**config.mk**
```make
export PLATFORM = sky130hd
export DESIGN_NAME = gascon_perm_engine
export DESIGN_NICKNAME = d
export VERILOG_FILES = /design/src/rtl/gascon_pkg.sv /design/src/rtl/gascon_round_comb.sv /design/src/rtl/gascon_perm_engine.sv
export SDC_FILE = /design/constraint.sdc
export NUM_CORES = 2
export LEC_CHECK = 0
export ABC_CLOCK_PERIOD_IN_PS = 3800
export BUFFER_PORTS_ARGS = -buffer_cell sky130_fd_sc_hd__buf_4
export CAP_MARGIN = 25
export CORE_MARGIN = 1
export CORE_UTILIZATION = 50
export CTS_BUF_LIST = sky130_fd_sc_hd__clkbuf_4 sky130_fd_sc_hd__clkbuf_8
export DETAILED_ROUTE_END_ITERATION = 16
export GPL_ROUTABILITY_DRIVEN = 0
export PLACE_DENSITY_LB_ADDON = 0.05
export SYNTH_ARGS = -nofsm -noshare
export SYNTH_HDL_FRONTEND = slang
export SYNTH_SLANG_ARGS = --single-unit
```
**constraint.sdc**
```tcl
create_clock -name clk -period 3.8 [get_ports clk]
set_input_delay 0.19 -clock clk [delete_from_list [all_inputs] [get_ports clk]]
set_output_delay 0.19 -clock clk [all_outputs]
set_load 0.01 [all_outputs]
```
**src/rtl/gascon_pkg.sv**
```systemverilog
// rtl/gascon_pkg.sv - shared types, constants and helpers for the GASCON permutation engine
package gascon_pkg;

    typedef logic [63:0] word_t;

    typedef enum logic [1:0] {
        ST_IDLE,
        ST_RUN,
        ST_FIN
    } fsm_e;

    localparam int unsigned ROT_R0 [7] = '{19, 61,  1, 10,  7, 13, 53};
    localparam int unsigned ROT_R1 [7] = '{28, 39,  6, 17, 41, 46, 58};

    function automatic word_t rc(input logic [3:0] r);
        return {56'd0, 4'hF - r, r};
    endfunction

    function automatic word_t rotr(input word_t v, input int unsigned s);
        return (v >> s) | (v << (64 - s));
    endfunction

    function automatic bit params_ok(input int words, input int rounds, input int unroll);
        return ((words == 5) || (words == 7)) &&
               (rounds >= 1) && (rounds <= 16) &&
               (unroll >= 1) && (unroll <= 4);
    endfunction

endpackage

```
**src/rtl/gascon_round_comb.sv**
```systemverilog
// rtl/gascon_round_comb.sv - one combinational GASCON round over CWORDS64 64-bit words
module gascon_round_comb
    import gascon_pkg::*;
#(
    parameter int CWORDS64 = 5
) (
    input  word_t [CWORDS64-1:0] state_i,
    input  logic  [3:0]          round_i,
    output word_t [CWORDS64-1:0] state_o
);

    localparam int N   = CWORDS64;
    localparam int MID = (N - 1) / 2;

    word_t [N-1:0] a;
    word_t [N-1:0] b;
    word_t [N-1:0] d;
    word_t [N-1:0] e;

    always_comb begin
        a      = state_i;
        a[MID] = state_i[MID] ^ rc(round_i);

        // Odd N means word N-1 is even; word 0 must still see its pre-update value.
        b = a;
        for (int j = 0; j < N; j += 2) begin
            b[j] = a[j] ^ a[(j + N - 1) % N];
        end

        d = '0;
        for (int j = 0; j < N; j++) begin
            d[j] = b[j] ^ (~b[(j + 1) % N] & b[(j + 2) % N]);
        end

        e = d;
        for (int j = 1; j < N; j += 2) begin
            e[j] = d[j] ^ d[j - 1];
        end
        e[MID] = ~e[MID];

        state_o = '0;
        for (int j = 0; j < N; j++) begin
            state_o[j] = e[j] ^ rotr(e[j], ROT_R0[j]) ^ rotr(e[j], ROT_R1[j]);
        end
    end

endmodule

```
**src/rtl/gascon_perm_engine.sv**
```systemverilog
// rtl/gascon_perm_engine.sv - iterative GASCON permutation with start/done handshake; GASCON_ABORT_EN adds abort
module gascon_perm_engine
    import gascon_pkg::*;
#(
    parameter  int CWORDS64    = 5,
    parameter  int ROUND_COUNT = 12,
    parameter  int UNROLL      = 1,
    localparam int CWIDTH      = 64 * CWORDS64
) (
    input  logic              clk,
    input  logic              reset,
    input  logic              start,
    input  logic [4:0]        num_rounds,
    input  logic [CWIDTH-1:0] c,
`ifdef GASCON_ABORT_EN
    input  logic              abort,
`endif
    output logic              ready,
    output logic [CWIDTH-1:0] cout,
    output logic              done
);

    typedef word_t [CWORDS64-1:0] state_t;

    localparam logic [4:0] RC5 = 5'(ROUND_COUNT);

    if (!params_ok(CWORDS64, ROUND_COUNT, UNROLL)) begin : g_param_check
        $error("gascon_perm_engine: illegal parameter set");
    end

    fsm_e       fsm_q, fsm_d;
    state_t     state_q, state_d;
    state_t     cout_q, cout_d;
    logic [4:0] rnd_q, rnd_d;
    logic       abort_w;
    logic [4:0] n_clamp;
    logic       last_step;

`ifdef GASCON_ABORT_EN
    assign abort_w = abort;
`else
    assign abort_w = 1'b0;
`endif

    state_t     chain     [UNROLL+1];
    state_t     stage_out [UNROLL];
    logic [4:0] stage_idx [UNROLL];

    assign chain[0] = state_q;

    // Stages past the last remaining round pass the state through untouched.
    for (genvar g = 0; g < UNROLL; g++) begin : g_stage
        assign stage_idx[g] = rnd_q + 5'(g);
        gascon_round_comb #(.CWORDS64(CWORDS64)) u_round (
            .state_i (chain[g]),
            .round_i (stage_idx[g][3:0]),
            .state_o (stage_out[g])
        );
        assign chain[g+1] = (stage_idx[g] < RC5) ? stage_out[g] : chain[g];
    end

    assign n_clamp   = (num_rounds > RC5) ? RC5 : num_rounds;
    assign last_step = ({1'b0, rnd_q} + 6'(UNROLL)) >= {1'b0, RC5};

    always_comb begin
        fsm_d   = fsm_q;
        state_d = state_q;
        cout_d  = cout_q;
        rnd_d   = rnd_q;
        ready   = 1'b0;
        done    = 1'b0;
        case (fsm_q)
            ST_IDLE: begin
                ready = 1'b1;
                if (start) begin
                    state_d = c;
                    rnd_d   = RC5 - n_clamp;
                    fsm_d   = (n_clamp == 5'd0) ? ST_FIN : ST_RUN;
                end
            end
            ST_RUN: begin
                if (abort_w) begin
                    fsm_d = ST_IDLE;
                end else begin
                    state_d = chain[UNROLL];
                    if (last_step) begin
                        rnd_d = RC5;
                        fsm_d = ST_FIN;
                    end else begin
                        rnd_d = rnd_q + 5'(UNROLL);
                    end
                end
            end
            ST_FIN: begin
                fsm_d = ST_IDLE;
                if (!abort_w) begin
                    done   = 1'b1;
                    cout_d = state_q;
                end
            end
            default: fsm_d = ST_IDLE;
        endcase
    end

    always_ff @(posedge clk) begin
        if (!reset) begin
            fsm_q   <= ST_IDLE;
            state_q <= '0;
            cout_q  <= '0;
            rnd_q   <= 5'd0;
        end else begin
            fsm_q   <= fsm_d;
            state_q <= state_d;
            cout_q  <= cout_d;
            rnd_q   <= rnd_d;
        end
    end

    // The result is visible during the done cycle, then held until the next call completes.
    assign cout = (fsm_q == ST_FIN) ? state_q : cout_q;

endmodule

```
==> flow_metrics.tcl <==
set metrics [dict create \
    ys.flop_type "dfxtp_1" \
    crit_buf_inv 2 \
    drive_above_1_share_pct 19.1 \
    ys_seq_area_share_pct 32.5 \
    io_buffers 649 \
    initial_utilization_pct 50.5 \
    fin_crit_sh_pct 96.0 \
    synth-seq-cells 647 \
    cp.arrival_ns 4.30 \
    globalRouteOverflowTotal 0 \
    switching_power_w 0.0294 \
    grt_antenna_before_repair 8 \
    cp_top_family "XOR/XNOR gates" \
    cp_data_required_time_ns 4.45 \
    yosys-top-cells-count "nand2_1, dfxtp_1, xnor2_1" \
    fin_skew_ns 0.0482 \
    vias_per_cell 5.94 \
    min-delay-start "c[130]" \
    die_w_microns 284 \
    gr-usage-all-layers_pct 45.6 \
    fp.coreArea_sq_um 79000 \
    drc 0 \
    crit_top_cell "xnor2_1" \
    cts_setup_buffers 0 \
    maxCapViolations 0 \
    startpoint_type "register" \
    drt_iter0_drc 5890 \
    crit_fanout 4 \
    power_density_nw_per_um2 1110 \
    worst_r2r_startpoint "chain[398]" \
    clkTransAtPathRegs_ns 0.06 \
    slew_violations 0 \
    finalPower_w 0.0574 \
    fillCellCount 6806 \
    syn_to_final_growth_pct 30.1 \
    r2r_end "chain[573]" \
    clockRootBuffer "clkbuf_8" \
    finalSetupTns_ns 0 \
    p_int_w 0.0280 \
    synth_largest_area_cell "dfxtp_1" \
    finalHoldViolCount 0 \
    power_leakage_nw 22.0 \
    endpoint_kind "register" \
    worst_slack_ns 0.153 \
    rrSetupSlack_ns 0.15 \
    grt_pass1_wl_microns 266000 \
    synthDistinctLibCells 51 \
    yosys_warnings 0 \
    io_pins 650 \
    synthCells 4740 \
    first_pass_iters 12 \
    holdPathEnd "chain[450]" \
    grt_pass1_vias 37500 \
    syn_area_sq_um 39900 \
    die-area_sq_um 80900 \
    vias 40400 \
    p_seq_share_pct 16.3 \
    min_path_type "in -> reg" \
    cp_cell_sequence "inv_1, ha_1, xnor2_1, xnor2_1, xnor3_1, mux2i_1, o21ai_0, dlygate4sd3_1" \
    power_switching_share_pct 51.2 \
    fin_nets 6120 \
    ctsHtreeMaxLevel 3 \
    ant_nets 0 \
    clk_path_buf_depth 3 \
    comb_power_share_pct 71.4 \
    fmax_ghz 0.274 \
    setup_violations 0 \
    pre_cts_slack_ns 0.806 \
    yosysTopAreaCellShare_pct 32.5 \
    grt_setup_unrepaired "no" \
    synth_area_leaders "dfxtp_1, xnor2_1, nand2_1" \
    die_y_microns 284 \
    crit_slowest_cell "xnor2_1" \
    grt_max_degree 214 \
    post-synth-top-count-cell "nand2_1" \
    hpwl_microns 144000 \
    holdPathStages 5 \
    clock-sinks 647 \
    cts_buffers 113 \
    maxSlewHeadroom_pct 16.7 \
    insertion_delay_ns 0.79 \
    slowest_delay_ns 0.87 \
    status "finished, final reports clean" \
    synth_edf_count 0 \
    p_clk_share_pct 12.4 \
    tightest_slew_ns 1.24 \
    cts_tree "yes" \
    critPathKind "reg -> reg" \
    postSynthAreaPerCell_sq_um 8.41 \
    totalWireLength_microns 191000 \
    row_count 103 \
    peakVddDrop_uv 650 \
    synthArstFlopShare_pct 0 \
    wl_per_cell_microns 28.0 \
    synth_fp_nets 5199 \
    finalCriticalPeriod_ns 3.65 \
    ff2ff_path_depth 8 \
]
-- cell families after synthesis --
kind of cell / share of synthesized area, %
buffers and inverters: 4.85
XOR/XNOR: 24.3
adder cells (fa/ha/maj): 5.70
AO/OA/AOI/OAI: 13.7
AND/OR/NAND/NOR: 17.0
multiplexers: 2.01
flip-flops: 32.5
-- metrics by stage --
step	hold WS, ns	cell area (sq um)	utilization, %	std cells
after CTS	0.00147	51800	65.6	6799
after floorplan	0.349	39900	-	4740
after global placement	0.450	46000	58.3	6263
final	0.0247	51900	65.7	6810
after detailed placement	0.455	46000	58.3	6263
after global routing	0.00771	51900	65.6	6806
-- cell type report --
type                       instances  area (sq um)  area share, %
inverter                         197           749           1.44
tap                             1050          1310           2.53
timing repair buffer            1096          9340           18.0
clock buffer                     185          2310           4.46
multi-input combinational       3606         25000           48.3
clock inverter                    24           161          0.311
antenna                            5          12.5         0.0241
sequential                       647         13000           25.0
-- tightest hold or removal path, delay by kind of cell --
family	cells	cell delay [ns]
and+or+nand+nor	2	0.14
buffers and inverters	1	0.08
AOI/OAI and AO/OA	2	0.33
-- what timing repair did --
item | CTS | global route
hold buffers | 327 | 0
hold endpoints to repair | 327 | 0
gates resized for setup | 0 | 0
-- cells in the final DEF, fill, tap and decap left out, types with 80 or more instances in the layout --
cell	synthesis	final
nand2_1	833	831
dlygate4sd3_1	0	327
o21ai_0	345	345
inv_1	196	195
ha_1	131	131
and2_1	191	191
xnor2_1	597	597
buf_4	0	745
dfxtp_1	647	647
xor2_1	136	135
nor2_1	191	191
mux2i_1	80	80
nand3_1	205	205
clkbuf_8	5	148
a21oi_1	245	245
-- worst max-delay path by stage --
stage	startpoint	cells past startpoint	endpoint	slack, ns
2_1_floorplan	rnd_q[3]	8	chain[566]	1.60
3_3_place_gp	chain[396]	7	chain[514]	0.83
3_5_place_dp	chain[396]	7	chain[514]	0.81
4_1_cts	chain[398]	8	chain[573]	0.34
5_1_grt	chain[399]	8	chain[574]	0.20
6_report	chain[398]	8	chain[573]	0.15
-- per-layer routing --
layer | share of wire, % | GRT usage [%] | up-vias
met4 | 8.2 | 30.5 | 10
met1 | 37 | 56.3 | 19200
met3 | 13 | 15.2 | 729
li1 | - | - | 17700
met5 | 0.12 | 1.25 | -
met2 | 42 | 67.2 | 2784
-- power by group through the flow --
stage	clock network [W]	logic (W)	registers, W
6_report	0.00709	0.0410	0.00934
3_5_place_dp	0	0.0379	0.00937
3_3_place_gp	0	0.0378	0.00935
2_1_floorplan	0	0.0243	0.00878
5_1_grt	0.00738	0.0409	0.00939
4_1_cts	0.00708	0.0384	0.00924
-- flip-flops by register name, summed over array words and instances, names as in the netlist --
register	flops
chain	320
cout_q	320
fsm_q	2
rnd_q	5
Power figures use the tool's default switching activity.
